**src/rtl/fetch_pkg.sv**
```systemverilog
// fetch_pkg: shared constants and helpers for the instruction fetch stage.
//   BR_SEQ / BR_JUMP  : values of the 2-bit branch select S
//   BR_REL_MSB        : bit of S that selects a PC-relative redirect
//   rel_offset()      : sign-extends the split 6-bit branch offset
//                       {inst[8:6], inst[2:0]} to 32 bits
package fetch_pkg;

  localparam logic [1:0] BR_SEQ     = 2'b00;
  localparam logic [1:0] BR_JUMP    = 2'b01;
  localparam int         BR_REL_MSB = 1;

  function automatic logic [31:0] rel_offset(input logic [8:0] inst);
    logic [5:0] off;
    off = {inst[8:6], inst[2:0]};
    return {{26{off[5]}}, off};
  endfunction

endpackage

```
**src/rtl/fetch_queue.sv**
```systemverilog
// fetch_queue: DEPTH-entry synchronous FIFO of {pc, instruction} words.
//   clk, rst          : clock, asynchronous active-high reset
//   push, push_data   : write one entry (ignored only if full without pop)
//   pop               : remove the head entry
//   flush             : empty the queue (wins over push/pop)
//   head_data         : head entry, read straight from storage flops
//   head_valid        : queue holds at least one entry
//   count             : number of entries held
module fetch_queue #(
  parameter int WIDTH = 32,
  parameter int DEPTH = 4,
  localparam int PW = $clog2(DEPTH),
  localparam int CW = PW + 1
) (
  input  logic             clk,
  input  logic             rst,
  input  logic             push,
  input  logic [WIDTH-1:0] push_data,
  input  logic             pop,
  input  logic             flush,
  output logic [WIDTH-1:0] head_data,
  output logic             head_valid,
  output logic [CW-1:0]    count
);

  logic [WIDTH-1:0] mem_r [DEPTH];
  logic [PW-1:0]    rd_ptr_r;
  logic [PW-1:0]    wr_ptr_r;
  logic [CW-1:0]    count_r;
  logic             full_s;
  logic             do_push_s;
  logic             do_pop_s;

  assign full_s     = (count_r == CW'(DEPTH));
  assign do_pop_s   = pop & (count_r != {CW{1'b0}});
  // A push into a full queue is only accepted when the head leaves in the same cycle.
  assign do_push_s  = push & (~full_s | do_pop_s);
  assign head_data  = mem_r[rd_ptr_r];
  assign head_valid = (count_r != {CW{1'b0}});
  assign count      = count_r;

  // Storage, pointers and occupancy.
  always_ff @(posedge clk or posedge rst) begin
    if (rst) begin
      for (int i = 0; i < DEPTH; i++) begin
        mem_r[i] <= {WIDTH{1'b0}};
      end
      rd_ptr_r <= {PW{1'b0}};
      wr_ptr_r <= {PW{1'b0}};
      count_r  <= {CW{1'b0}};
    end else if (flush) begin
      rd_ptr_r <= {PW{1'b0}};
      wr_ptr_r <= {PW{1'b0}};
      count_r  <= {CW{1'b0}};
    end else begin
      if (do_push_s) begin
        mem_r[wr_ptr_r] <= push_data;
        wr_ptr_r        <= wr_ptr_r + PW'(1'b1);
      end
      if (do_pop_s) begin
        rd_ptr_r <= rd_ptr_r + PW'(1'b1);
      end
      case ({do_push_s, do_pop_s})
        2'b10:   count_r <= count_r + CW'(1'b1);
        2'b01:   count_r <= count_r - CW'(1'b1);
        default: count_r <= count_r;
      endcase
    end
  end

endmodule

```
**src/rtl/fetch_unit.sv**
```systemverilog
// fetch_unit: program counter and instruction fetch stage.
//   CLK, RESET             : clock, asynchronous active-high reset
//   IMEM_REQ/ADDR/GNT      : in-order request handshake to instruction memory
//   IMEM_RVALID/RDATA      : in-order read responses, one per grant
//   INST/INST_PC/VALID     : head of the prefetch queue towards the decoder
//   INST_READY             : decoder consumes the head
//   S, JA                  : branch select and absolute target, used on consume
//   PERF_FLUSH_CNT         : saturating redirect count     (FETCH_PERF_EN only)
//   PERF_BUBBLE_CNT        : saturating empty-cycle count  (FETCH_PERF_EN only)
// Build option: define FETCH_PERF_EN to add the two performance counters.
module fetch_unit
  import fetch_pkg::*;
#(
  parameter int            AW       = 16,
  parameter int            DW       = 16,
  parameter int            DEPTH    = 4,
  parameter logic [AW-1:0] RESET_PC = {AW{1'b0}}
) (
  input  logic          CLK,
  input  logic          RESET,
  output logic          IMEM_REQ,
  output logic [AW-1:0] IMEM_ADDR,
  input  logic          IMEM_GNT,
  input  logic          IMEM_RVALID,
  input  logic [DW-1:0] IMEM_RDATA,
  output logic [DW-1:0] INST,
  output logic [AW-1:0] INST_PC,
  output logic          INST_VALID,
  input  logic          INST_READY,
`ifdef FETCH_PERF_EN
  output logic [15:0]   PERF_FLUSH_CNT,
  output logic [15:0]   PERF_BUBBLE_CNT,
`endif
  input  logic [1:0]    S,
  input  logic [AW-1:0] JA
);

  localparam int            CW      = $clog2(DEPTH) + 1;
  localparam logic [CW:0]   DEPTH_W = (CW + 1)'(DEPTH);

  logic [AW-1:0]    fetch_pc_r, fetch_pc_nx_s;
  logic [AW-1:0]    resp_pc_r, resp_pc_nx_s;
  logic [CW-1:0]    outstanding_r, outstanding_nx_s;
  logic [CW-1:0]    discard_r, discard_nx_s;
  logic [CW-1:0]    q_count_s;
  logic [AW+DW-1:0] head_s;
  logic [DW-1:0]    head_inst_s;
  logic [AW-1:0]    head_pc_s;
  logic [AW-1:0]    target_s;
  logic             q_valid_s;
  logic             room_s, consume_s, redirect_s;
  logic             grant_s, resp_s, push_s;

  assign head_inst_s = head_s[DW-1:0];
  assign head_pc_s   = head_s[AW+DW-1:DW];

  // Words queued plus words still owed by memory never exceed the queue size,
  // so every response always has a slot waiting for it.
  assign room_s     = ({1'b0, q_count_s} + {1'b0, outstanding_r}) < DEPTH_W;
  assign consume_s  = q_valid_s & INST_READY;
  assign redirect_s = consume_s & (S != BR_SEQ);
  assign IMEM_REQ   = room_s & ~redirect_s & ~RESET;
  assign IMEM_ADDR  = fetch_pc_r;
  assign grant_s    = IMEM_REQ & IMEM_GNT;
  assign resp_s     = IMEM_RVALID & (outstanding_r != {CW{1'b0}});
  assign push_s     = resp_s & (discard_r == {CW{1'b0}}) & ~redirect_s;

  assign INST       = q_valid_s ? head_inst_s : {DW{1'b0}};
  assign INST_PC    = q_valid_s ? head_pc_s : {AW{1'b0}};
  assign INST_VALID = q_valid_s;

  // Redirect target from the head instruction and the branch select.
  always_comb begin
    target_s = head_pc_s;
    if (S[BR_REL_MSB]) begin
      target_s = AW'(32'(head_pc_s) + rel_offset(head_inst_s[8:0]));
    end else if (S == BR_JUMP) begin
      target_s = JA;
    end else begin
      target_s = head_pc_s;
    end
  end

  // Outstanding-request count after this cycle's grant and response.
  always_comb begin
    outstanding_nx_s = outstanding_r;
    case ({grant_s, resp_s})
      2'b10:   outstanding_nx_s = outstanding_r + CW'(1'b1);
      2'b01:   outstanding_nx_s = outstanding_r - CW'(1'b1);
      default: outstanding_nx_s = outstanding_r;
    endcase
  end

  // Next fetch/response PCs and discard count; a redirect drops every
  // request still owed, including any response arriving this cycle.
  always_comb begin
    fetch_pc_nx_s = fetch_pc_r;
    resp_pc_nx_s  = resp_pc_r;
    discard_nx_s  = discard_r;
    if (redirect_s) begin
      fetch_pc_nx_s = target_s;
      resp_pc_nx_s  = target_s;
      discard_nx_s  = outstanding_nx_s;
    end else begin
      if (grant_s) begin
        fetch_pc_nx_s = fetch_pc_r + AW'(1'b1);
      end else begin
        fetch_pc_nx_s = fetch_pc_r;
      end
      if (resp_s && (discard_r != {CW{1'b0}})) begin
        discard_nx_s = discard_r - CW'(1'b1);
      end else if (push_s) begin
        resp_pc_nx_s = resp_pc_r + AW'(1'b1);
      end else begin
        discard_nx_s = discard_r;
      end
    end
  end

  // Fetch-side state registers.
  always_ff @(posedge CLK or posedge RESET) begin
    if (RESET) begin
      fetch_pc_r    <= RESET_PC;
      resp_pc_r     <= RESET_PC;
      outstanding_r <= {CW{1'b0}};
      discard_r     <= {CW{1'b0}};
    end else begin
      fetch_pc_r    <= fetch_pc_nx_s;
      resp_pc_r     <= resp_pc_nx_s;
      outstanding_r <= outstanding_nx_s;
      discard_r     <= discard_nx_s;
    end
  end

  fetch_queue #(
    .WIDTH (AW + DW),
    .DEPTH (DEPTH)
  ) u_queue (
    .clk        (CLK),
    .rst        (RESET),
    .push       (push_s),
    .push_data  ({resp_pc_r, IMEM_RDATA}),
    .pop        (consume_s),
    .flush      (redirect_s),
    .head_data  (head_s),
    .head_valid (q_valid_s),
    .count      (q_count_s)
  );

`ifdef FETCH_PERF_EN
  // Saturating redirect and empty-head counters.
  always_ff @(posedge CLK or posedge RESET) begin
    if (RESET) begin
      PERF_FLUSH_CNT  <= 16'h0000;
      PERF_BUBBLE_CNT <= 16'h0000;
    end else begin
      if (redirect_s && (PERF_FLUSH_CNT != 16'hFFFF)) begin
        PERF_FLUSH_CNT <= PERF_FLUSH_CNT + 16'h0001;
      end else begin
        PERF_FLUSH_CNT <= PERF_FLUSH_CNT;
      end
      if (!q_valid_s && (PERF_BUBBLE_CNT != 16'hFFFF)) begin
        PERF_BUBBLE_CNT <= PERF_BUBBLE_CNT + 16'h0001;
      end else begin
        PERF_BUBBLE_CNT <= PERF_BUBBLE_CNT;
      end
    end
  end
`endif

endmodule

```
**config.mk**
```make
export PLATFORM = sky130hd
export DESIGN_NAME = fetch_unit
export DESIGN_NICKNAME = d
export VERILOG_FILES = /design/src/rtl/fetch_pkg.sv /design/src/rtl/fetch_queue.sv /design/src/rtl/fetch_unit.sv
export SDC_FILE = /design/constraint.sdc
export NUM_CORES = 1
export LEC_CHECK = 0
export CORE_MARGIN = 5
export CORE_UTILIZATION = 50
export DETAILED_ROUTE_END_ITERATION = 7
export PLACE_DENSITY = 0.73
export RECOVER_POWER = 50
export SYNTH_ARGS = -nofsm -noshare
export SYNTH_HDL_FRONTEND = slang
export SYNTH_HIERARCHICAL = 1
export SYNTH_SLANG_ARGS = --single-unit
```
**constraint.sdc**
```tcl
create_clock -name CLK -period 4.25 [get_ports CLK]
set_clock_uncertainty 0.2 [all_clocks]
set_input_delay 0.85 -clock CLK [delete_from_list [all_inputs] [get_ports CLK]]
set_output_delay 0.85 -clock CLK [all_outputs]
set_load 0.01 [all_outputs]
```
==> flow_summary.ini, run 1 <==
[layout]
layout-drive-gt1-share = 0.268
layoutNonFillerInstCount = 1148
nets = 939
antenna_cells = 0
areaGrowthSynthToFinish_pct = 16.7

[sta]
rsz0062_at_grt = false
worstMarginPinSlew_ns = 1.38
finalSetupViolCount = 0
finalSetupTns_ns = 0
period_minus_slack_ns = 4.03
hold_violations = 0
slew_headroom = 0.0817
fin_ws_ns = 0.216
min_period_over_period = 0.949
fmax_ghz = 0.248
maxSlewViolCount = 0

[placed_design]
dp.cells = 1117
preCtsSetupSlack_ns = 0.258
dp_hpwl_um = 16900
gp_congestion = 0.892
port_buffers = 88

[logic_synthesis]
synth_edf_count = 0
synthArstFlopShare = 1.00
ys_warn_count = 6
syn_area_mm2 = 0.0100
ys.flop_type = dfrtp_1
syn_area_per_cell_um2 = 12.9
ys_seq_elements = 173
syn_inst = 774
synthDistinctLibCells = 73
seq_area_frac_synth = 0.433
synth_nets = 842

[grt]
antenna_found_initial = 0
grt_max_degree = 57
grt_pass1_vias = 6993
grt_pass1_wl_um = 38400
globalRouteTotalUtil = 0.218
grt_overflow = 0

[route]
drt-total-wl_um = 23500
dr.pass1.iters = 4
drc = 0
drt_iter0_markers = 439
vias = 6597
avgViaCountPerCell = 5.75
ant_nets = 0
wl_per_cell_um = 20.5

[setup_path]
worstPathMaxFanout = 6
reg2reg_slack_ns = 0.45
start_kind = primary input
path_class = primary input to primary output
cp.required_ns = 3.20
arrival_ns = 2.98
endpoint_kind = primary output

[power]
finalPower_mw = 8.37
power.leakage_nw = 5.48
powerDensity_mw_per_mm2 = 717
irDropWorstVdd_mv = 0.365

[floorplan]
die_w_um = 151
core_mm2 = 0.0196
start_util = 0.511
num_io_pins = 89
die_area_mm2 = 0.0229
fp-row-count = 51
die_height_um = 151

[clocking]
ctsResizeCount = 0
clk_latency_ns = 0.43
cts_hold_buf = 0
numCtsBuffers = 17
clk_pin_slew_ns = 0.06
post_cts_buffers = 0
cts_tree = done
cts-root-buf = clkbuf_16
clock-sinks = 173
clockBufferDepth = 2
htreeDepth = 4

[flow_run]
max_cap_violations = 0

[worst_hold_path]
hold_path_class = flip-flop to flip-flop

[run_status]
outcome = finished clean
routing by layer:
metal / GRT usage / vias to the layer above / share of wire
li1: - / 3026 / -
met1: 0.309 / 3393 / 0.46
met2: 0.344 / 154 / 0.48
met3: 0.0461 / 24 / 0.043
met4: 0.0562 / 0 / 0.015
met5: 0 / - / 0
stage by stage:
stage | instance area (um2) | hold slack (ns) | utilization
after detailed placement | 11100 | 0.288 | 0.569
final | 11700 | 0.306 | 0.596
after CTS | 11700 | 0.307 | 0.597
after global placement | 11100 | 0.285 | 0.569
after global routing | 11700 | 0.314 | 0.596
after floorplan | 10000 | 0.274 | -
cells in the final DEF (no fill, tap or decap), drive strengths merged, types with 5 or more instances in the layout:
cell,n
nand2b,5
a21oi,32
o21ai,23
and3,11
nand4,10
clkbuf,27
nand2,42
xor2,28
xnor2,12
dfrtp,173
nand3,20
inv,22
dlygate4sd3,18
mux4,32
o221ai,5
nor2b,5
ha,26
clkdlybuf4s50,70
a211oi,8
buf,24
clkinv,6
or3,6
mux2,129
o22ai,5
and2,34
nor2,38
a21o,6
a31oi,6
final timing paths:
kind / end / cells past startpoint / from
min in group asynchronous: IMEM_ADDR[2] / 2 / RESET
worst max register to register: u_queue/count[2] / 10 / u_queue/count[0]
worst min-delay path: u_queue/mem_r[30] / 1 / u_queue/mem_r[30]
worst max-delay path: IMEM_REQ / 7 / S[1]
max in group asynchronous: u_queue/mem_r[90] / 3 / RESET
worst min register to register: u_queue/mem_r[30] / 1 / u_queue/mem_r[30]
cells in the mapped netlist, drive strengths merged, types with 4 or more instances:
library cell / n / area share
a211oi: 8 / 0.0065
a21o: 6 / 0.0045
a21oi: 32 / 0.016
a31oi: 6 / 0.0038
and2: 34 / 0.021
and3: 11 / 0.0075
buf: 24 / 0.032
clkbuf: 15 / 0.0056
dfrtp: 173 / 0.43
ha: 26 / 0.032
inv: 24 / 0.0090
mux2: 129 / 0.19
mux4: 32 / 0.072
nand2: 42 / 0.016
nand2b: 5 / 0.0031
nand3: 20 / 0.015
nand4: 10 / 0.0063
nor2: 38 / 0.014
nor2b: 5 / 0.0031
o21ai: 23 / 0.012
o21bai: 4 / 0.0030
o221ai: 5 / 0.0044
o22ai: 5 / 0.0031
or3: 6 / 0.0039
xnor2: 12 / 0.010
xor2: 28 / 0.025
layout make-up:
class | instances | area, um2
timing repair buffer | 117 | 1150
multi-input combinational | 538 | 5210
sequential | 173 | 4330
clock inverter | 9 | 88.8
clock buffer | 22 | 474
fill | 1568 | 7910
tap | 265 | 332
inverter | 24 | 91.3
flip-flops by register name (all words and copies together) (netlist names):
| signal | cells |
|---|---|
| IMEM_ADDR | 16 |
| u_queue/rd_ptr_r | 2 |
| u_queue/wr_ptr_r | 2 |
| discard_r | 3 |
| resp_pc_r | 16 |
| u_queue/count | 3 |
| u_queue/mem_r | 128 |
| outstanding_r | 3 |
critical path: stages:
cell and delay (ns):
dlygate4sd3_1 0.61, nand2b_1 0.19, nor2_1 0.39, nor2_1 0.15, clkbuf_4 0.17, and3_1 0.14, clkdlybuf4s50_1 0.49
kinds of logic after synthesis:
family / share of synthesized area
AND/OR/NAND/NOR: 0.103
multiplexers: 0.265
buffers and inverters: 0.0469
AO/OA/AOI/OAI: 0.0786
flip-flops: 0.432
XOR/XNOR: 0.0350
adder cells (fa/ha/maj): 0.0385
report_power, final:
part / internal (mW) / switching, mW / total, mW
sequential: 2.20 / 0.554 / 2.75
combinational: 2.14 / 1.98 / 4.12
clock: 0.851 / 0.645 / 1.50
Power figures use the tool's default switching activity.
==> inputs of run 2 (changes only) <==
- CTS_CLUSTER_SIZE: default -> 40
- DONT_BUFFER_PORTS: default -> 1
- PLACE_DENSITY: 0.73 -> 0.68
==> run 2 against run 1 <==
- the run now ends with capacitance limit, slew limit left
- clock-buffer cell count fell by 2
- sequential share of layout area grew 3.5 points
- utilization down 5.1 points
- setup slack better by 0.081 ns
- combinational power down 9.7%
- sequential cell count unchanged
- critical path depth increased by 3
- global-route usage shrank 0.24 points
- non-clock buffer count down 97
- critical endpoint is now IMEM_ADDR[15]
- highest routed layer is now met5
==> flow_summary.ini, run 2 (synthesized netlist as in run 1, its figures left out) <==
[run_status]
outcome = complete, but fails checks
violations = capacitance limit, slew limit

[placed_design]
dp_hpwl_um = 16800
gp_congestion = 0.880
port_buffers = 0

[worst_hold_path]
hold_path_class = flip-flop to flip-flop

[setup_path]
cp.depth = 10
worstPathMaxFanout = 24
arrival_ns = 4.04
endpoint_kind = flip-flop
path_class = flip-flop to flip-flop
crit_path_start = u_queue/rd_ptr_r[0]
reg2reg_slack_ns = 0.30
endpoint = IMEM_ADDR[15]
crit_buf_inv = 1
r2r_start = u_queue/rd_ptr_r[0]
slowest_stage = dfrtp_2
crit_path_max_incr_delay_ns = 0.61
crit_chain = buf_12 -> mux4_2 -> ha_1 -> a211oi_2 -> o21bai_1 -> o21ai_2 -> nor4_1 -> a311oi_2 -> mux2i_1 -> a21oi_1
start_kind = flip-flop
r2r_end = IMEM_ADDR[15]
cp.required_ns = 4.33
ff2ff_path_depth = 10
cp_top_family = compound AO/OA/AOI/OAI gates

[route]
avgViaCountPerCell = 6.02
drt-total-wl_um = 23600
drc = 0
wl_per_cell_um = 22.4
ant_nets = 0
drt_iter0_markers = 456
dr.pass1.iters = 5
vias = 6332

[grt]
grt_max_degree = 63
antenna_found_initial = 1
globalRouteTotalUtil = 0.215
grt_pass1_wl_um = 38000
grt_pass1_vias = 6800
grt_overflow = 0

[layout]
final_cell_mix = dfrtp_1 (172), mux2_4 (120), nand2_1 (42), nor2_1 (38), and2_1 (34)
layout_commonest_cell = dfrtp_1
largest_reg_flops = 128
regMostFlops = u_queue/mem_r
antenna_cells = 0
nFillCells = 1600
layout-drive-gt1-share = 0.285
areaGrowthSynthToFinish_pct = 6.61
nets = 842

[power]
irDropWorstVdd_mv = 0.421
power.leakage_nw = 5.07
finalPower_mw = 8.02
powerDensity_mw_per_mm2 = 751

[clocking]
ctsResizeCount = 0
htreeDepth = 4
cts_tree = done
clockBufferDepth = 2
clk_pin_slew_ns = 0.07
cts-root-buf = clkbuf_16
post_cts_buffers = 0
numCtsBuffers = 17
cts_hold_buf = 0
clk_latency_ns = 0.42
clock-sinks = 173

[sta]
finalSetupTns_ns = 0
rsz0062_at_grt = false
hold_violations = 0
worstMarginPinSlew_ns = 2.14
fmax_ghz = 0.253
finalSetupViolCount = 0
min_period_over_period = 0.930
period_minus_slack_ns = 3.95
slew_headroom = -0.429
maxSlewViolCount = 102
hold_slack_ns = 0.308

[floorplan]
die_area_mm2 = 0.0229
start_util = 0.511
fp-row-count = 51
num_io_pins = 89
die_w_um = 151
die_height_um = 151
core_mm2 = 0.0196

[flow_run]
max_cap_violations = 2
==> run 2: stage by stage <==
step	util	area [um2]	worst slack (ns)	cells
finish	0.545	10700	0.297	1052
global route	0.545	10700	0.0856	1052
CTS	0.547	10700	0.302	1052
detailed placement	0.518	10100	0.332	1020
global placement	0.518	10100	0.297	1020
floorplan	-	10000	0.504	774
==> run 2: area by class of cell <==
type	instances	area, um2	share of cell area
Clock buffer	20	447	0.0419
Clock inverter	12	125	0.0117
Inverter	24	91.3	0.00856
Multi-Input combinational cell	538	5210	0.488
Sequential cell	173	4330	0.406
Tap cell	265	332	0.0311
Timing Repair Buffer	20	138	0.0129
==> run 2: power breakdown <==
part / internal, mW / total [mW] / switching (mW)
Sequential: 2.20 / 2.78 / 0.587
Combinational: 1.75 / 3.72 / 1.96
Clock: 0.840 / 1.52 / 0.678
Total: 4.79 / 8.02 / 3.23
==> run 2: how the worst min path moves through the flow <==
stage                     cells past startpoint                from                  to
after global placement                        1   u_queue/mem_r[63]   u_queue/mem_r[63]
after global routing                          1   u_queue/mem_r[59]   u_queue/mem_r[59]
after detailed placement                      1  u_queue/mem_r[127]  u_queue/mem_r[127]
final                                         1   u_queue/mem_r[23]   u_queue/mem_r[23]
after floorplan                               1   u_queue/mem_r[62]   u_queue/mem_r[62]
after CTS                                     1               RESET    u_queue/count[0]
==> run 2: metal layers <==
layer | part of all wire | global-route usage
met5 | 0.00055 | 0
met1 | 0.43 | 0.288
met2 | 0.50 | 0.357
met4 | 0.015 | 0.0593
met3 | 0.056 | 0.0476
